File: config.mk
export PLATFORM = sky130hd
export DESIGN_NAME = moore_seq_detector_param
export DESIGN_NICKNAME = d
export VERILOG_FILES = /design/src/rtl/moore_seq_detector_param.sv
export SDC_FILE = /design/constraint.sdc
export NUM_CORES = 1
export LEC_CHECK = 0
export CAP_MARGIN = 30
export CORE_MARGIN = 5
export CORE_UTILIZATION = 30
export CTS_BUF_LIST = sky130_fd_sc_hd__clkbuf_16
export DETAILED_ROUTE_END_ITERATION = 12
export MAX_ROUTING_LAYER = met4
export PLACE_DENSITY = 0.57
export SLEW_MARGIN = 20
export SYNTH_ARGS = -nofsm -noshare
export SYNTH_HDL_FRONTEND = slang
export SYNTH_SLANG_ARGS = --single-unit
File: constraint.sdc
create_clock -name i_clk -period 2.15 [get_ports i_clk]
set_input_delay 0.215 -clock i_clk [delete_from_list [all_inputs] [get_ports i_clk]]
set_output_delay 0.215 -clock i_clk [all_outputs]
set_load 0.05 [all_outputs]
File: src/rtl/moore_seq_detector_param.sv
// Parametrised Moore serial sequence detector with overlap/non-overlap matching,
// valid-qualified input bits and a saturating, clearable match counter.
module moore_seq_detector_param #(
  parameter int                 SEQ_LEN     = 4,
  parameter logic [SEQ_LEN-1:0] SEQ_PATTERN = 4'b1011,
  parameter bit                 OVERLAP     = 1'b1,
  parameter int                 CNT_W       = 8
) (
  input  logic             i_clk,
  input  logic             i_reset,
  input  logic             i_valid,
  input  logic             i_x,
  input  logic             i_cnt_clr,
  output logic             o_seq_detected,
  output logic [CNT_W-1:0] o_match_count,
  output logic             o_count_sat
);

  localparam int SW = $clog2(SEQ_LEN + 1);
  localparam int NS = 1 << SW;

  typedef logic [SW-1:0] state_t;

  localparam state_t S0       = '0;
  localparam state_t S_DETECT = state_t'(SEQ_LEN);

  // Pattern bit i in arrival order (i = 0 is the first bit received).
  function automatic bit pat_bit(input int i);
    return bit'(SEQ_PATTERN >> (SEQ_LEN - 1 - i));
  endfunction

  // Longest pattern prefix that is a suffix of (first k pattern bits, x).
  function automatic int calc_next(input int k, input bit x);
    int best;
    bit ok;
    bit s;
    best = 0;
    for (int j = 1; j <= SEQ_LEN; j++) begin
      if (j <= k + 1) begin
        ok = 1'b1;
        for (int t = 0; t < j; t++) begin
          s = ((k + 1 - j + t) < k) ? pat_bit(k + 1 - j + t) : x;
          if (s != pat_bit(t)) ok = 1'b0;
        end
        if (ok) best = j;
      end
    end
    return best;
  endfunction

  function automatic int calc_border();
    int best;
    bit ok;
    best = 0;
    for (int j = 1; j < SEQ_LEN; j++) begin
      ok = 1'b1;
      for (int t = 0; t < j; t++) begin
        if (pat_bit(SEQ_LEN - j + t) != pat_bit(t)) ok = 1'b0;
      end
      if (ok) best = j;
    end
    return best;
  endfunction

  localparam int DET_START = OVERLAP ? calc_border() : 0;

  state_t w_nxt0 [NS];
  state_t w_nxt1 [NS];

  // Constant next-state table; codes above DETECT are unreachable and fall back to S0.
  generate
    for (genvar gi = 0; gi < NS; gi++) begin : g_tbl
      if (gi < SEQ_LEN) begin : g_match
        assign w_nxt0[gi] = state_t'(calc_next(gi, 1'b0));
        assign w_nxt1[gi] = state_t'(calc_next(gi, 1'b1));
      end else if (gi == SEQ_LEN) begin : g_detect
        assign w_nxt0[gi] = state_t'(calc_next(DET_START, 1'b0));
        assign w_nxt1[gi] = state_t'(calc_next(DET_START, 1'b1));
      end else begin : g_unused
        assign w_nxt0[gi] = S0;
        assign w_nxt1[gi] = S0;
      end
    end
  endgenerate

  state_t           r_state;
  state_t           w_state_next;
  logic [CNT_W-1:0] r_count;
  logic [CNT_W-1:0] w_count_next;
  logic             r_sat;
  logic             w_enter_detect;

  always_comb begin
    w_state_next = r_state;
    if (i_valid) begin
      w_state_next = i_x ? w_nxt1[r_state] : w_nxt0[r_state];
    end
  end

  // Gating by i_valid keeps a held DETECT state from counting again.
  assign w_enter_detect = i_valid && (w_state_next == S_DETECT);

  always_comb begin
    w_count_next = r_count;
    if (i_cnt_clr) begin
      w_count_next = w_enter_detect ? CNT_W'(1) : '0;
    end else if (w_enter_detect && (r_count != '1)) begin
      w_count_next = r_count + CNT_W'(1);
    end
  end

  always_ff @(posedge i_clk) begin
    if (i_reset) begin
      r_state <= S0;
      r_count <= '0;
      r_sat   <= 1'b0;
    end else begin
      r_state <= w_state_next;
      r_count <= w_count_next;
      r_sat   <= (w_count_next == '1);
    end
  end

  assign o_seq_detected = (r_state == S_DETECT);
  assign o_match_count  = r_count;
  assign o_count_sat    = r_sat;

endmodule
## Yosys cells after proc, flatten, opt, wreduce, memory -nomap -nowiden

Memories as Yosys holds them, arrays and structs flattened.
Cells that the tools add are included.

- Memories: 2
- Word-level logic and storage cells: 23
- Bits in read-only memories: 48
- Bits in registers: 12
- Output and inout bits: 10
- Input port bits: 5

- Reduce and logical (&&, ||, !) cells: 2
- Equal/unequal tests: 4
- Add/subtract/negate cells: 1
- Magnitude comparators: 1
- Bitwise logic cells: 1
- Mux-type cells: 9

Memories:

| name | depth | width | read ports | clocked after memory_dff | wr ports | RTL line | RTL |
|---|---|---|---|---|---|---|---|
| (no name shown) | 8 | 3 | 1 | 0 | 0 | 96 | `w_state_next = i_x ? w_nxt1[r_state] : w_nxt0[r_state];` |
| (no name shown) | 8 | 3 | 1 | 0 | 0 | 96 |  |

Operators by type and width:

| operator | number |
|---|---|
| two-way mux 3 bit | 6 |
| two-way mux 8 bit | 2 |
| adder 8 x 1 -> 8 bit (second input constant) | 1 |
| == test 8 bit (second input constant) | 1 |
| != test 8 bit (second input constant) | 1 |
| == test 3 bit (second input constant) | 2 |
| greater-or-equal comparator 4 bit (second input constant) | 1 |
| inverter 3 -> 4 bit | 1 |
| logical AND 1 bit | 2 |
| two-way mux 1 bit | 1 |

## Logic depth before layout (Yosys ltp)

- Word-level depth: 12
- Mapped depth: 6
- Gate-level depth less buffers: 6

## Least setup slack after synthesis

OpenSTA, ideal clock, no wires.

- Path type: register -> register
- Start point: reg r_state[2]
- End point: reg r_state[1]
- Data required time: 2.080 ns
- Library setup time: 0.070 ns
- Arrival: 2.056 ns
- Buffers on the path: 0
- Period minus slack after synthesis: 2.125 ns
- Path slack: 0.025 ns
- Stages on the path, launching flop included: 6
- Cell sequence: dfxtp_1 inv_1 nor3_1 a21oi_1 or3_1 a21oi_1

- Cells in the longest elaborated chain, start to end: 6
- Elaborated cells between the ends (all ways): 9
- Those cells by class: 6 x mux; 1 x bitwise; 2 x memory

Ends and longest elaborated chain:

| element | RTL line | RTL |
|---|---|---|
| start: declaration | 86 | `state_t r_state;` |
| start signal: assignment | 118 | `r_state <= w_state_next;` |
| inverter 3 -> 4 bit (not written as such) (*) | 96 |  |
| memory (8 x 3 bit) | n/a |  |
| two-way mux 3 bit (not written as such) (2 in a row) | 96 |  |
| two-way mux 3 bit (*) | 96 |  |
| two-way mux 3 bit (*) | 95 | `if (i_valid) begin` |

Every way passes the cells marked *; elsewhere a longest branch is shown, timed or not. The select of a mux whose other input is x is not followed.
A chain may end at the register's enable or synchronous reset.

## Final worst setup path

- Start point: reg r_state[2]
- End point: out o_seq_detected

- Cells in the longest elaborated chain, start to end: 1

Ends and longest elaborated chain:

| element | RTL line | RTL |
|---|---|---|
| == test 3 bit | 124 | `assign o_seq_detected = (r_state == S_DETECT);` |
| end: declaration | 14 | `output logic o_seq_detected,` |

No other way between the ends.

==> flow_metrics.tcl <==
set metrics [dict create \
    outcome "completed" \
    finalSetupViolations 0 \
    max_stage_delay_ns 0.85 \
    drt_iter0_markers 14 \
    min_path_type "flip-flop to flip-flop" \
    grt_pass1_vias 623 \
    rows 17 \
    cts.htree.levels 1 \
    yosysMostFrequentCell "dfxtp_1" \
    powerDensity_nw_per_um2 630 \
    async_flop_share_pct 0 \
    critPathMaxFanout 6 \
    synth_flop_cell "dfxtp_1" \
    finalClockSkew_ns 0.00158 \
    synth.distinct_cells 32 \
    synth_nets 87 \
    synth_top_family_by_area "simple AND/OR/NAND/NOR gates" \
    ir_drop_mv 0.419 \
    vias 655 \
    p_leak_nw 0.309 \
    drt_wl_total_mm 1.60 \
    numPortBuffers 14 \
    syn2layout_area_growth_pct 39.4 \
    max_slew_margin_pct 65.9 \
    syn_area_per_cell_sq_um 8.19 \
    synth_fa_ha_area_share_pct 1.89 \
    grt-ovfl-total 0 \
    synthSimpleGateAreaFrac_pct 32.8 \
    nets 107 \
    maxCapViolCount 0 \
    critical_path.top_delay_family "buffers and inverters" \
    arrival_ns 1.79 \
    post_drt_wl_per_cell_microns 12.6 \
    synth_compound_area_share_pct 17.2 \
    rsz0062_at_grt "no" \
    antenna_found_initial 0 \
    gp_congestion 0.839 \
    crit_chain "inv_1 > nor3_1 > clkdlybuf4s50_1" \
    hpwl_mm 1.18 \
    die-area_sq_um 3250 \
    cts_tree "done" \
    endpoint_kind "primary output" \
    synth_warnings 0 \
    die_w_microns 57.0 \
    top_level_ports 15 \
    core_area_sq_um 2170 \
    synth_seq_area_share_pct 36.2 \
    clk_latency_ns 0.24 \
    critPathKind "flip-flop to primary output" \
    path_buf_inv 2 \
    ys_seq_elements 12 \
    grt_pass1_wl_mm 2.86 \
    worstPathRequired_ns 1.93 \
    start_util_pct 30.6 \
    cpMaxStageDelayCell "clkdlybuf4s50_1" \
    synth_mux_area_share_pct 1.51 \
    grt_max_degree 9 \
    cts-root-buf "clkbuf_16" \
    synth_xor_area_share_pct 5.28 \
    slew_viol_final 0 \
    place_area_sq_um 850 \
    synth.top_cell.area_share_pct 36.2 \
    period_share_pct 93.4 \
    max_freq_mhz 498 \
    postCtsSetupBuffers 0 \
    numCtsBuffers 3 \
    path_clk_slew_ns 0.04 \
    synth_top_area_cell "dfxtp_1" \
    tightest_slew_ns 0.510 \
    cts_buffer_depth 2 \
    drive_above_1_share_pct 12.1 \
    syn-cell-area_sq_um 663 \
    synth_area_leaders "dfxtp_1 (36%), nor2_1 (5.7%), a21oi_1 (5.3%)" \
    viasPerCell 5.16 \
    cts_num_sinks 12 \
    cts_resized 0 \
    drt-pass1-iter-count 4 \
    finalHoldViolCount 0 \
    synth-edff-count 0 \
    antenna_left 0 \
    fin_setup_tns_ns 0 \
    track_usage_pct 12.0 \
    num_antenna_cells 0 \
    design_area_sq_um 925 \
    fillers 218 \
    die_h_microns 57.0 \
    route.detailed.drc 0 \
    layout_min_cycle_time_ns 2.01 \
    synthCells 81 \
    worst_setup_path_start_kind "flip-flop" \
    cts_hold_buf 0 \
    synth_common_cells "dfxtp_1 (12), nor2_1 (10), a21oi_1 (7), nand2_1 (7), nand3_1 (5)" \
]
[worst paths after layout]
check,startpoint,to,slack [ns],depth (start not counted)
worst min register to register,r_state[2]$_SDFF_PP0_,r_state[2]$_SDFF_PP0_,0.52,2
worst max-delay path,r_state[2]$_SDFF_PP0_,o_seq_detected,0.14,3
worst max register to register,o_match_count[0]$_SDFF_PP0_,o_count_sat$_SDFF_PP0_,0.39,6
worst min-delay path,r_state[2]$_SDFF_PP0_,r_state[2]$_SDFF_PP0_,0.52,2
[layout by cell type, fill, tap and decap left out, drive strengths merged, types with 2 or more instances in the layout]
master	count
xor2	2
nor2	10
nor3	3
buf	4
xnor2	2
nand4	3
nor4	3
nand2	7
clkbuf	3
clkdlybuf4s50	14
dfxtp	12
a21oi	7
inv	4
nand3	5
o21ai	2
o211ai	3
[logic make-up after synthesis]
group,Yosys count
simple gates,39
compound gates,17
flops,12
buf+inv,7
xor+xnor,4
mux,1
fa+ha+maj,1
[where the power goes]
| group | switching (mW) | leakage (nW) | internal [mW] | total, mW |
|---|---|---|---|---|
| clock network | 0.0925 | 0.0370 | 0.242 | 0.334 |
| registers | 0.00253 | 0.0968 | 0.225 | 0.227 |
| logic | 0.0106 | 0.175 | 0.0104 | 0.0210 |
[area by class of cell]
type	count	area (sq um)	area share, %
sequential	12	240	26.0
inverter	4	15.0	1.62
multi-input combinational	62	389	42.1
timing repair buffer	18	170	18.4
tap	28	35.0	3.79
clock buffer	3	75.1	8.12
[through the flow]
stage	worst slack, ns	cells	hold slack [ns]	util, %	power (mW)
after global routing	0.00464	127	0.565	42.6	0.607
final	0.142	127	0.524	42.6	0.583
after detailed placement	0.244	124	0.512	39.2	0.252
after global placement	0.256	124	0.518	39.2	0.252
after floorplan	0.0245	81	0.284	-	0.241
after CTS	0.142	127	0.518	42.6	0.593
[state kept, by name (all words and copies together), names as in the netlist]
signal / count
o_count_sat: 1
o_match_count: 8
r_state: 3
[per-layer routing]
layer	global-route usage, %	part of all wire, %	vias to the layer above
li1	-	-	329
met1	14.6	47	307
met2	17.1	46	14
met3	3.62	4.4	5
met4	7.95	3.0	0
met5	-	0	-
[tightest hold or removal path, stage by stage (launching register included)]
cell and delay (ns):
dfxtp_1 0.34, nand2_1 0.08, a21oi_1 0.06
Power figures use the tool's default switching activity.
